==> src/rtl/mul_seq_dispatch.sv <==
// mul_seq_dispatch: queues operand pairs and issues them one at a time to a
// sequential multiplier over its START/A/B pulse interface. It then waits for
// DONE and captures the product into a single valid/ready result slot. A job
// whose DONE never arrives within TIMEOUT cycles is reported as an error result.
module mul_seq_dispatch #(
    parameter int LEN     = 16,
    parameter int DEPTH   = 4,
    parameter int TIMEOUT = 20
) (
    input  logic           CLK,
    input  logic           RST_N,
    input  logic           IN_VALID,
    output logic           IN_READY,
    input  logic [LEN-1:0] IN_A,
    input  logic [LEN-1:0] IN_B,
    output logic           OUT_VALID,
    input  logic           OUT_READY,
    output logic [LEN-1:0] OUT_Y,
    output logic           OUT_ERR,
    output logic           MUL_START,
    output logic [LEN-1:0] MUL_A,
    output logic [LEN-1:0] MUL_B,
    input  logic           MUL_DONE,
    input  logic [LEN-1:0] MUL_Y,
    output logic           BUSY
);

    localparam int PTR_W = (DEPTH > 1) ? $clog2(DEPTH) : 1;
    localparam int CNT_W = $clog2(DEPTH + 1);
    localparam int TMR_W = $clog2(TIMEOUT + 1);

    typedef enum logic [1:0] {
        ST_IDLE  = 2'd0,
        ST_ISSUE = 2'd1,
        ST_BLANK = 2'd2,
        ST_WAIT  = 2'd3
    } state_t;

    // Operand queue
    logic [LEN-1:0]   fifo_a_r [DEPTH];
    logic [LEN-1:0]   fifo_b_r [DEPTH];
    logic [PTR_W-1:0] wr_ptr_r;
    logic [PTR_W-1:0] rd_ptr_r;
    logic [CNT_W-1:0] count_r;

    // Issue/wait sequencing
    state_t           state_r;
    logic [TMR_W-1:0] timer_r;
    logic             mul_start_r;
    logic [LEN-1:0]   mul_a_r;
    logic [LEN-1:0]   mul_b_r;

    // Result slot
    logic             out_valid_r;
    logic [LEN-1:0]   out_y_r;
    logic             out_err_r;

    logic             full_s;
    logic             empty_s;
    logic             push_s;
    logic             pop_s;
    logic             slot_free_s;
    logic             timed_out_s;
    logic             load_good_s;
    logic             load_err_s;
    logic [TMR_W-1:0] timer_inc_s;

    // Handshake decode, slot availability and saturating timer increment
    always_comb begin
        full_s      = (count_r == CNT_W'(DEPTH));
        empty_s     = (count_r == CNT_W'(0));
        push_s      = IN_VALID && !full_s;
        pop_s       = (state_r == ST_IDLE) && !empty_s;
        slot_free_s = !out_valid_r || OUT_READY;
        timed_out_s = (timer_r >= TMR_W'(TIMEOUT));
        // DONE wins over the timeout even after the counter has saturated
        load_good_s = (state_r == ST_WAIT) && MUL_DONE && slot_free_s;
        load_err_s  = (state_r == ST_WAIT) && !MUL_DONE && timed_out_s && slot_free_s;
        if (timed_out_s) begin
            timer_inc_s = timer_r;
        end else begin
            timer_inc_s = timer_r + TMR_W'(1);
        end
    end

    // Queue storage: written on accept only, contents need no reset
    always_ff @(posedge CLK) begin
        if (push_s) begin
            fifo_a_r[wr_ptr_r] <= IN_A;
            fifo_b_r[wr_ptr_r] <= IN_B;
        end
    end

    // Queue pointers and occupancy; simultaneous push and pop keep the count
    always_ff @(posedge CLK) begin
        if (!RST_N) begin
            wr_ptr_r <= PTR_W'(0);
            rd_ptr_r <= PTR_W'(0);
            count_r  <= CNT_W'(0);
        end else begin
            if (push_s) begin
                wr_ptr_r <= wr_ptr_r + PTR_W'(1);
            end
            if (pop_s) begin
                rd_ptr_r <= rd_ptr_r + PTR_W'(1);
            end
            if (push_s && !pop_s) begin
                count_r <= count_r + CNT_W'(1);
            end else if (pop_s && !push_s) begin
                count_r <= count_r - CNT_W'(1);
            end
        end
    end

    // Job sequencer: issue pulse, one blanking cycle for stale DONE, then wait
    always_ff @(posedge CLK) begin
        if (!RST_N) begin
            state_r     <= ST_IDLE;
            timer_r     <= TMR_W'(0);
            mul_start_r <= 1'b0;
            mul_a_r     <= {LEN{1'b0}};
            mul_b_r     <= {LEN{1'b0}};
        end else begin
            case (state_r)
                ST_IDLE: begin
                    mul_start_r <= 1'b0;
                    if (!empty_s) begin
                        mul_a_r     <= fifo_a_r[rd_ptr_r];
                        mul_b_r     <= fifo_b_r[rd_ptr_r];
                        mul_start_r <= 1'b1;
                        state_r     <= ST_ISSUE;
                    end
                end
                ST_ISSUE: begin
                    mul_start_r <= 1'b0;
                    timer_r     <= TMR_W'(1);
                    state_r     <= ST_BLANK;
                end
                ST_BLANK: begin
                    timer_r <= timer_inc_s;
                    state_r <= ST_WAIT;
                end
                ST_WAIT: begin
                    timer_r <= timer_inc_s;
                    if (load_good_s || load_err_s) begin
                        state_r <= ST_IDLE;
                    end
                end
                default: begin
                    mul_start_r <= 1'b0;
                    timer_r     <= TMR_W'(0);
                    state_r     <= ST_IDLE;
                end
            endcase
        end
    end

    // Result slot: a load on the same edge as a drain keeps OUT_VALID high
    always_ff @(posedge CLK) begin
        if (!RST_N) begin
            out_valid_r <= 1'b0;
            out_y_r     <= {LEN{1'b0}};
            out_err_r   <= 1'b0;
        end else if (load_good_s) begin
            out_valid_r <= 1'b1;
            out_y_r     <= MUL_Y;
            out_err_r   <= 1'b0;
        end else if (load_err_s) begin
            out_valid_r <= 1'b1;
            out_y_r     <= {LEN{1'b0}};
            out_err_r   <= 1'b1;
        end else if (OUT_READY) begin
            out_valid_r <= 1'b0;
        end
    end

    assign IN_READY  = !full_s;
    assign OUT_VALID = out_valid_r;
    assign OUT_Y     = out_y_r;
    assign OUT_ERR   = out_err_r;
    assign MUL_START = mul_start_r;
    assign MUL_A     = mul_a_r;
    assign MUL_B     = mul_b_r;
    assign BUSY      = (state_r != ST_IDLE) || !empty_s || out_valid_r;

endmodule

==> config.mk <==
export PLATFORM = sky130hd
export DESIGN_NAME = mul_seq_dispatch
export DESIGN_NICKNAME = d
export VERILOG_FILES = /design/src/rtl/mul_seq_dispatch.sv
export SDC_FILE = /design/constraint.sdc
export NUM_CORES = 1
export LEC_CHECK = 0
export CAP_MARGIN = 20
export CORE_MARGIN = 2
export CORE_UTILIZATION = 45
export CTS_BUF_LIST = sky130_fd_sc_hd__clkbuf_4 sky130_fd_sc_hd__clkbuf_8
export CTS_CLUSTER_SIZE = 10
export DETAILED_ROUTE_END_ITERATION = 10
export GPL_TIMING_DRIVEN = 1
export PLACE_DENSITY = 0.79
export SYNTH_ARGS = -nofsm -noshare
export SYNTH_HDL_FRONTEND = slang
export SYNTH_SLANG_ARGS = --single-unit
==> constraint.sdc <==
create_clock -name CLK -period 6.2 [get_ports CLK]
set_clock_uncertainty 0.15 [all_clocks]
set_input_delay 0.93 -clock CLK [delete_from_list [all_inputs] [get_ports CLK]]
set_output_delay 0.93 -clock CLK [all_outputs]
set_load 0.02 [all_outputs]
==> results_dict.tcl <==
set metrics [dict create \
    worstReg2RegStart "state_r[1]" \
    critPathBufInv 2 \
    placementRows 46 \
    critical_path.cell_chain "inv_1, ha_1, nor4b_1, nand2b_1, clkdlybuf4s50_1" \
    synth_simple_gate_area_share_pct 4.20 \
    post-cts-setup-buffers 0 \
    detail_route.wl_per_cell_um 17.7 \
    vias_per_cell 5.21 \
    initial_antenna_violation_count 1 \
    cpPeakStageDelay_ns 0.57 \
    critical_path.slowest_cell "clkdlybuf4s50_1" \
    min_path_cells 2 \
    grt_pass1_vias 4190 \
    die_area_um2 17000 \
    setup.worst_path.start_class "register" \
    gp_congestion 0.758 \
    timing_worst_slew_pin_value_ns 0.922 \
    cts_buffer_depth 2 \
    outcome "finished clean" \
    critical_path.max_fanout 9 \
    layout.cells.most_common "edfxtp_1" \
    n_fill_cell 1179 \
    intPower_w 0.00247 \
    drt.antenna.violating_nets 0 \
    synthesis.area_um2 7170 \
    sw_frac_of_total_pct 28.8 \
    number_of_maximum_capacitance_constraint_violations 0 \
    clkLatencyLatePin_ns 0.46 \
    post_synth_xor_area_fraction_pct 0.611 \
    timing.hold.worst_endpoint "OUT_Y[11]" \
    pwr-share-seq_pct 50.0 \
    vdd.ir_drop.worst_mv 0.168 \
    final.hold.worst_slack_ns 0.329 \
    setup_tns_ns 0 \
    slew-limit-headroom_pct 38.5 \
    chipWidth_um 130 \
    area_growth_syn_to_layout_pct 21.9 \
    clock-root-buffer "clkbuf_8" \
    syn-num-nets 485 \
    synth-compound-area-share_pct 7.89 \
    synth_edf_count 128 \
    fmaxAchievable_ghz 0.284 \
    setup_violations 0 \
    floorplan.initialDensity_pct 45.6 \
    detail_route.first_pass.iterations 4 \
    final_layout_size_suffix_gt1_share_pct 14.0 \
    reg2reg_setup_slack_ns 3.67 \
    grt_pass1_wl_um 21200 \
    layout_common_cells "edfxtp_1 (128), clkdlybuf4s50_1 (105), dfxtp_1 (63)" \
    worst_path_dominant_cell_family "buffers and inverters" \
    setup_ws_final_ns 2.67 \
    yosys_reg_bits 193 \
    cts.repair.resized 0 \
    clock_tree_from_tritoncts "built" \
    cts_max_level 4 \
    share_comb_of_total_power_pct 27.2 \
    critical_path.reg2reg.endpoint "count_r[2]" \
    io_buffers 105 \
    finalWorstPathRequiredPeriod_ns 3.53 \
    pin_count_of_the_biggest_net_entering_global_routing 42 \
    synth.distinct_cells 39 \
    hold_viol 0 \
    power.switching_w 0.00100 \
    final-instance-count-excl-fill 752 \
    rsz0062_at_grt "false" \
    globalRoute.totalOverflow 0 \
    place.detailed.instances 720 \
    seq_area_frac_synth_pct 71.7 \
    final_max_slew_viol_count 0 \
    grt_usage_pct 16.9 \
    wirelength_um 13300 \
    design.core.area_um2 15700 \
    dpl.hpwl_um 8300 \
    ys.flop_type "edfxtp_1" \
    power_density_nw_per_um2 397 \
    numClockSinks 193 \
    synth.avg_cell_area_um2 17.1 \
    min_from "OUT_Y[11]" \
    share_clk_of_total_power_pct 22.8 \
    yosysWarningCount 0 \
    dominant_combinational_cell_family_by_area_after_synthesis "multiplexers" \
    p_leak_nw 2.96 \
    io_pins 106 \
    remaining_drcs 0 \
    final_min_period_over_clock_period_pct 56.9 \
    worst_ep_required_time_ns 5.12 \
    synthAdderAreaFrac_pct 2.20 \
    routed-via-count 3919 \
    post-route-util_pct 55.7 \
    cts_hold_buffers 0 \
    synthesis.instances 420 \
    reg2regPathDepth 9 \
    fp.dieH_um 130 \
    critical_path.endpoint_type "output pin" \
    tritoncts.num_buffers 17 \
    insertedDiodeCount 0 \
    fin_nets 588 \
    synthArstFlopShare_pct 0 \
    cp.arrival_ns 2.45 \
    initialDrtViolationCount 265 \
    holdCritPathClass "reg -> reg" \
    cts.reportedPaths.clkPinSlew_ns 0.08 \
    pre_cts_ws_ns 2.90 \
    path_class "reg -> out" \
    synthMuxAreaShare_pct 10.5 \
]
## power groups by stage
stage	registers, W	clock network (W)	logic, W
2_1_floorplan	0.00182	0	0.000543
3_3_place_gp	0.00176	0	0.000926
3_5_place_dp	0.00177	0	0.000956
4_1_cts	0.00174	0.000809	0.000959
5_1_grt	0.00176	0.000856	0.00102
6_report	0.00173	0.000790	0.000945
## synth_stat cells (7+ instances only)
library cell	n	share of area, %
o22ai_1	16	1.4
inv_1	10	0.52
o21ai_0	8	0.56
dfxtp_1	65	18
nor2_1	14	0.73
nand2_1	37	1.9
a22o_1	32	3.9
ha_1	11	1.9
buf_2	10	0.70
edfxtp_1	128	54
mux4_2	32	10
a21oi_1	7	0.49
## routing by layer
metal / routed length, µm / global-route usage [%] / share of wire, % / vias up
li1: - / - / - / 1829
met1: 5460 / 19.1 / 41 / 1976
met2: 6810 / 29.7 / 51 / 101
met3: 813 / 5.37 / 6.1 / 13
met4: 200 / 6.83 / 1.5 / 0
met5: 0 / 0 / 0 / -
## worst max-delay path by stage
stage	startpoint	to	slack, ns	depth (start not counted)
6_report	state_r[1]	BUSY	2.67	5
5_1_grt	state_r[1]	BUSY	2.44	5
4_1_cts	state_r[1]	BUSY	2.65	5
3_5_place_dp	RST_N	MUL_B[15]	2.90	5
3_3_place_gp	RST_N	MUL_B[15]	2.99	5
2_1_floorplan	IN_VALID	count_r[2]	3.60	7
## kinds of logic after synthesis
kind of cell,after synthesis
flip-flops,193
AO/OA/AOI/OAI,74
AND/OR/NAND/NOR,68
multiplexers,35
buffers and inverters,33
adder cells (fa/ha/maj),12
XOR/XNOR,5
## worst register-to-register path: stages (launching register included)
cell and delay, ns:
dfxtp_1 0.51, inv_1 0.11, ha_1 0.27, o31ai_4 0.12
ha_1 0.25, inv_1 0.06, fa_1 0.38, xor2_1 0.16
or3_1 0.31, a21oi_1 0.14
## registers in the layout, indices dropped and copies added, names as in the netlist
name / cells
MUL_START: 1
OUT_Y: 16
fifo_b_r: 64
MUL_A: 16
wr_ptr_r: 2
rd_ptr_r: 2
OUT_VALID: 1
timer_r: 5
fifo_a_r: 64
count_r: 3
OUT_ERR: 1
MUL_B: 16
state_r: 2
## per-stage QoR
| stage | cell area, µm² | power, W |
|---|---|---|
| CTS | 8740 | 0.00351 |
| global placement | 8350 | 0.00268 |
| floorplan | 7170 | 0.00236 |
| finish | 8740 | 0.00347 |
| detailed placement | 8350 | 0.00272 |
| global route | 8740 | 0.00364 |
## cell type report
| type | count | area, µm² | area share, % |
|---|---|---|---|
| clock buffer | 25 | 307 | 3.51 |
| clock inverter | 7 | 83.8 | 0.959 |
| inverter | 10 | 37.5 | 0.429 |
| multi-input combinational | 194 | 1830 | 21.0 |
| sequential | 193 | 5150 | 58.9 |
| tap | 216 | 270 | 3.09 |
| timing repair buffer | 107 | 1070 | 12.2 |
Note: power is estimated with default switching activity, not from simulation.
